[config.mk]
export PLATFORM = sky130hd
export DESIGN_NAME = regfile_wb_arbiter
export DESIGN_NICKNAME = d
export VERILOG_FILES = /design/src/rtl/regfile_pkg.sv /design/src/rtl/regfile_wb_arbiter_rr_arbiter.sv /design/src/rtl/regfile_wb_arbiter.sv
export SDC_FILE = /design/constraint.sdc
export NUM_CORES = 1
export LEC_CHECK = 0
export CORE_AREA = 2 2 114 116
export CTS_BUF_LIST = sky130_fd_sc_hd__clkbuf_4
export DETAILED_ROUTE_END_ITERATION = 8
export DIE_AREA = 0 0 116 118
export PLACE_DENSITY = 0.71
export REMOVE_ABC_BUFFERS = 1
export SYNTH_ARGS = -nofsm -noshare
export SYNTH_HDL_FRONTEND = slang
export SYNTH_HIERARCHICAL = 1
export SYNTH_SLANG_ARGS = --single-unit
[constraint.sdc]
create_clock -name clk -period 3.5 [get_ports clk]
set_clock_uncertainty 0.15 [all_clocks]
set_input_delay 0.875 -clock clk [delete_from_list [all_inputs] [get_ports clk]]
set_output_delay 0.875 -clock clk [all_outputs]
set_load 0.02 [all_outputs]
[src/rtl/regfile_pkg.sv]
// regfile_pkg: shared definitions for the integer register file write port.
//   REG_ADDR_W    : width of a register index (x0..x31)
//   NUM_ARCH_REGS : architectural register count including x0
//   XLEN          : widest supported register data width (WIDTH <= XLEN)
//   state_t       : write-port controller states (CLEAR, RUN)
//   wp_t          : registered write-port record (we, addr, data)
package regfile_pkg;

    localparam int unsigned REG_ADDR_W    = 5;
    localparam int unsigned NUM_ARCH_REGS = 32;
    localparam int unsigned XLEN          = 32;

    typedef enum logic {
        CLEAR,
        RUN
    } state_t;

    typedef struct packed {
        logic                  we;
        logic [REG_ADDR_W-1:0] addr;
        logic [XLEN-1:0]       data;
    } wp_t;

endpackage

[src/rtl/regfile_wb_arbiter_rr_arbiter.sv]
// rr_arbiter: combinational round-robin grant.
//   req       in  N           request vector
//   ptr       in  $clog2(N)   highest-priority index (must be < N)
//   grant     out N           one-hot grant, zero when no request
//   grant_idx out $clog2(N)   encoded grant index, zero when no request
module rr_arbiter #(
    parameter int unsigned N = 3
) (
    input  logic [N-1:0]         req,
    input  logic [$clog2(N)-1:0] ptr,
    output logic [N-1:0]         grant,
    output logic [$clog2(N)-1:0] grant_idx
);

    localparam int unsigned IW = $clog2(N);

    int unsigned idx;

    // Scan offsets from farthest to nearest so the request closest to ptr
    // (in wrap-around order) is the last one written and therefore wins.
    always_comb begin
        grant     = '0;
        grant_idx = '0;
        idx       = 0;
        for (int unsigned k = N; k > 0; k--) begin
            idx = (32'(ptr) + k - 1) % N;
            if (req[idx]) begin
                grant      = '0;
                grant[idx] = 1'b1;
                grant_idx  = IW'(idx);
            end
        end
    end

endmodule

[src/rtl/regfile_wb_arbiter.sv]
// regfile_wb_arbiter: write-port controller for the integer register file.
// After reset it clears x1..x31 through the write port (CLEAR), then
// arbitrates the port round-robin among NUM_REQ writeback requesters (RUN).
//   clk, rst                         clock, async active-high reset
//   req_valid/req_ready              per-requester handshake
//   req_rd, req_data                 packed per-requester rd / write data
//   rf_we, rf_rd_addr, rf_write_data registered write port to the file
//   init_done                        clear finished, arbitration active
//   rs1/rs2_addr, rf_rs1/rs2_data    decode-stage reads from the file
//   fwd_rs1/rs2_data                 read data, optionally forwarded
// Optional feature macro: REGFILE_WB_FORWARD_EN (forward the pending write).
module regfile_wb_arbiter
    import regfile_pkg::*;
#(
    parameter int unsigned WIDTH   = 32,
    parameter int unsigned NUM_REQ = 3
) (
    input  logic                    clk,
    input  logic                    rst,
    input  logic [NUM_REQ-1:0]      req_valid,
    output logic [NUM_REQ-1:0]      req_ready,
    input  logic [NUM_REQ*5-1:0]    req_rd,
    input  logic [NUM_REQ*WIDTH-1:0] req_data,
    output logic                    rf_we,
    output logic [4:0]              rf_rd_addr,
    output logic [WIDTH-1:0]        rf_write_data,
    output logic                    init_done,
    input  logic [4:0]              rs1_addr,
    input  logic [4:0]              rs2_addr,
    input  logic [WIDTH-1:0]        rf_rs1_data,
    input  logic [WIDTH-1:0]        rf_rs2_data,
    output logic [WIDTH-1:0]        fwd_rs1_data,
    output logic [WIDTH-1:0]        fwd_rs2_data
);

    localparam int unsigned PTR_W = $clog2(NUM_REQ);
    localparam logic [REG_ADDR_W-1:0] LAST_REG = REG_ADDR_W'(NUM_ARCH_REGS - 1);

    state_t                state_q, state_d;
    logic [REG_ADDR_W-1:0] cnt_q, cnt_d;
    logic [PTR_W-1:0]      ptr_q, ptr_d;
    wp_t                   wp_q, wp_d;

    logic [NUM_REQ-1:0]    grant;
    logic [PTR_W-1:0]      grant_idx;
    logic                  handshake;
    logic [REG_ADDR_W-1:0] sel_rd;
    logic [WIDTH-1:0]      sel_data;

    rr_arbiter #(.N(NUM_REQ)) u_arb (
        .req       (req_valid),
        .ptr       (ptr_q),
        .grant     (grant),
        .grant_idx (grant_idx)
    );

    assign req_ready = (state_q == RUN) ? grant : '0;
    assign handshake = |(req_valid & req_ready);
    assign init_done = (state_q == RUN);

    always_comb begin
        sel_rd   = '0;
        sel_data = '0;
        for (int unsigned i = 0; i < NUM_REQ; i++) begin
            if (grant[i]) begin
                sel_rd   = req_rd[i*5 +: 5];
                sel_data = req_data[i*WIDTH +: WIDTH];
            end
        end
    end

    always_comb begin
        state_d = state_q;
        cnt_d   = cnt_q;
        ptr_d   = ptr_q;
        wp_d    = wp_q;
        wp_d.we = 1'b0;
        if (state_q == CLEAR) begin
            wp_d.we   = 1'b1;
            wp_d.addr = cnt_q;
            wp_d.data = '0;
            if (cnt_q == LAST_REG) begin
                state_d = RUN;
            end else begin
                cnt_d = cnt_q + 1'b1;
            end
        end else if (handshake) begin
            // x0 writes are accepted and rotate priority but never reach the file
            wp_d.we   = (sel_rd != '0);
            wp_d.addr = sel_rd;
            wp_d.data = XLEN'(sel_data);
            ptr_d     = (grant_idx == PTR_W'(NUM_REQ - 1)) ? '0 : grant_idx + 1'b1;
        end
    end

    always_ff @(posedge clk or posedge rst) begin
        if (rst) begin
            state_q <= CLEAR;
            cnt_q   <= REG_ADDR_W'(1);
            ptr_q   <= '0;
            wp_q    <= '0;
        end else begin
            state_q <= state_d;
            cnt_q   <= cnt_d;
            ptr_q   <= ptr_d;
            wp_q    <= wp_d;
        end
    end

    assign rf_we         = wp_q.we;
    assign rf_rd_addr    = wp_q.addr;
    assign rf_write_data = wp_q.data[WIDTH-1:0];

`ifdef REGFILE_WB_FORWARD_EN
    // Bypass the write registered last cycle that the file has not absorbed yet
    assign fwd_rs1_data = (wp_q.we && wp_q.addr == rs1_addr && rs1_addr != '0)
                          ? rf_write_data : rf_rs1_data;
    assign fwd_rs2_data = (wp_q.we && wp_q.addr == rs2_addr && rs2_addr != '0)
                          ? rf_write_data : rf_rs2_data;
`else
    logic unused_rs_addr;
    assign unused_rs_addr = ^{rs1_addr, rs2_addr};
    assign fwd_rs1_data   = rf_rs1_data;
    assign fwd_rs2_data   = rf_rs2_data;
`endif

endmodule
==> run summary <==
Routed WL = 15,400 µm
Fill cells = 1,277
detailed-route vias per instance = 5.14
final-report setup violation count = 0
initial antenna violation count = 1
die height = 118 µm
max-cap violations = 0
critical path fanouts, max = 6
crit start category = register
WL per Instance = 24.2 µm
CTS Sinks = 46
Num CTS Buffers = 5
CORE AREA = 0.0124 mm²
final cell count without fillers = 636
maximum clock rate = 0.297 GHz
Util after Layout = 0.386
placed cells = 626
Pre-Repair DR Iteration Count = 4
kind of critical path = reg2out
footprint of the multi-input gates = 0.00155 mm²
Worst VDD drop = 355 µV
clk_lat worst skew = 350 ps
htree depth = 2
critical path arrival = 2340 ps
Starting Density = 0.270
Pleak = 1.84 nW
Pwr Total = 4.38 mW
most common cell in the synthesized netlist = buf_4
Detail Placement HPWL = 12,400 µm
status = finished clean
Die Width = 116 µm
Final Max Tran Viols = 0
WP data required = 2470 ps
top_reg_cell synth = dfrtp_1
mean area per synthesized cell = 8.97 µm²
Synth top cells by count = 66 x buf_4, 45 x dfrtp_1, 43 x nor2b_1
#FFs+latches synth = 46
final hold vios = 0
DRT iter0 DRCs = 140
Hold WS = 347 ps
Netlist cell types = 39
row count = 41
finished layout cell area = 0.00479 mm²
first-pass GRT wire length = 21,500 µm
vias in the first global route = 3,235
Clock transition at path regs = 140 ps
actual slew at the worst max-slew pin = 658 ps
delay-heaviest family, CP = buffers and inverters
share of cells above drive strength 1 = 0.102
Final ANT Viol Nets = 0
top cells by area, synth = dfrtp_1 34%, buf_4 15%, a221oi_1 8.4%, nor2b_1 8.0%, o31ai_1 7.6%
Crit path largest cell delay = 450 ps
Tmin final = 3370 ps
most used cell, CP = buf_4
setup repair after global routing missed its margin = true
clk buf depth = 2
crit path cell chain = inv_1 > ha_2 > buf_4 > nand3b_1 > o21ai_2 > o21ai_0 > o31ai_1 > buf_4 > and2_1 > clkdlybuf4s15_2
Yosys top cell by area = dfrtp_1
crit end category = output pin
Post-synth EDFFs = 0
I/O Buffers = 157
Synth Warn # = 6
placed cell area = 0.00469 mm²
CTS tree = done
full die area = 0.0137 mm²
io pins = 296
synthesized area = 0.00335 mm²
CP Buf/Inv Count = 4
Async SR Flop Fraction = 1.00
DRC violations left = 0
clk root buf = clkbuf_4
Worst Hold Class = reg2reg
GR Overflow Total = 0
Final period util = 0.962
share of the synthesized area in the top cell type = 0.336
area grow syn2layout = 43.0%
hold buffers post-CTS = 0
Vias = 3,266
register area = 0.00115 mm²
Mapped Cells = 373
Worst path slowest cell = dfrtp_1
GPL Wtd Cong = 0.900
sequential-to-total area share from yosys stat = 0.344
Total GRT Usage = 0.216
PwrDens = 915 mW/mm²
largest net degree at the start of global routing = 76
Slew HR = 0.562
Nets = 658
## cells in the final DEF (no fill, tap or decap), types with 2 or more instances in the layout
cell,instances
a21oi_1,14
a221o_1,4
a221oi_1,32
and2_1,3
buf_12,2
buf_2,2
buf_4,18
clkbuf_4,7
clkdlybuf4s50_1,151
dfrtp_1,44
dlymetal6s2s_1,2
ha_1,4
ha_2,2
inv_1,6
mux2_2,3
mux2i_1,2
nand2_1,8
nand2b_1,3
nand3_1,38
nand3b_1,6
nor2_1,4
nor2b_1,42
nor3_1,2
o21ai_0,4
o31ai_1,34
xnor2_1,2
## final cells by class
type	count	area share
flip-flops and latches	46	0.241
repair buffers	178	0.366
diodes	1	0.000523
clock inverters	1	0.00627
multi-input cells	224	0.324
well taps	172	0.0450
clock buffers	7	0.0110
inverters	7	0.00549
## power breakdown
group | internal (mW) | switching (mW)
logic | 1.45 | 1.71
clock network | 0.167 | 0.178
registers | 0.759 | 0.112
total | 2.38 | 2.00
## stage by stage
| stage | setup TNS, ps | setup slack, ps |
|---|---|---|
| 2_1_floorplan | -38460 | -1250 |
| 3_3_place_gp | -8720 | -419 |
| 3_5_place_dp | -10950 | -419 |
| 4_1_cts | -76.7 | -76.7 |
| 5_1_grt | -34.0 | -34.0 |
| 6_report | 0 | 133 |
## kinds of logic (layout without fill, tap and decap cells)
group,after synthesis,after routing,synth area share
simple gates,112,112,0.189
mux,6,6,0.0206
xor+xnor,3,3,0.00785
buf+inv,103,193,0.198
flops,46,46,0.344
compound gates,97,97,0.218
other cells,0,1,0
fa+ha+maj,6,6,0.0224
## worst paths after layout
path	depth (start not counted)	slack, ps	start	end
setup / recovery	10	130	ptr_q[1]	req_ready[0]
hold / removal	1	350	cnt_q[3]	cnt_q[3]
setup reg to reg	11	300	ptr_q[1]	rf_write_data[25]
hold reg to reg	1	350	cnt_q[3]	cnt_q[3]
max in group asynchronous	3	1830	rst	rf_write_data[5]
min in group asynchronous	2	780	rst	rf_write_data[1]
## repair_timing
| action | CTS | global route |
|---|---|---|
| pin swaps | 0 | 1 |
| cloned | 0 | 0 |
| resized for setup | 13 | 5 |
| setup buffers | 0 | 1 |
| endpoints found under the setup margin | 3 | 41 |
## registers in the layout, indices dropped and copies added, names as in the netlist
| register | count |
|---|---|
| rf_write_data | 32 |
| ptr_q | 2 |
| init_done | 1 |
| cnt_q | 5 |
| rf_we | 1 |
| rf_rd_addr | 5 |
## layer usage
metal / GRT usage / vias to the layer above / part of all wire
met2: 0.310 / 239 / 0.42
met3: 0.223 / 22 / 0.22
met4: 0.0647 / 6 / 0.025
met1: 0.203 / 1526 / 0.32
li1: - / 1473 / -
met5: 0.118 / - / 0.013
Power figures use the tool's default switching activity.
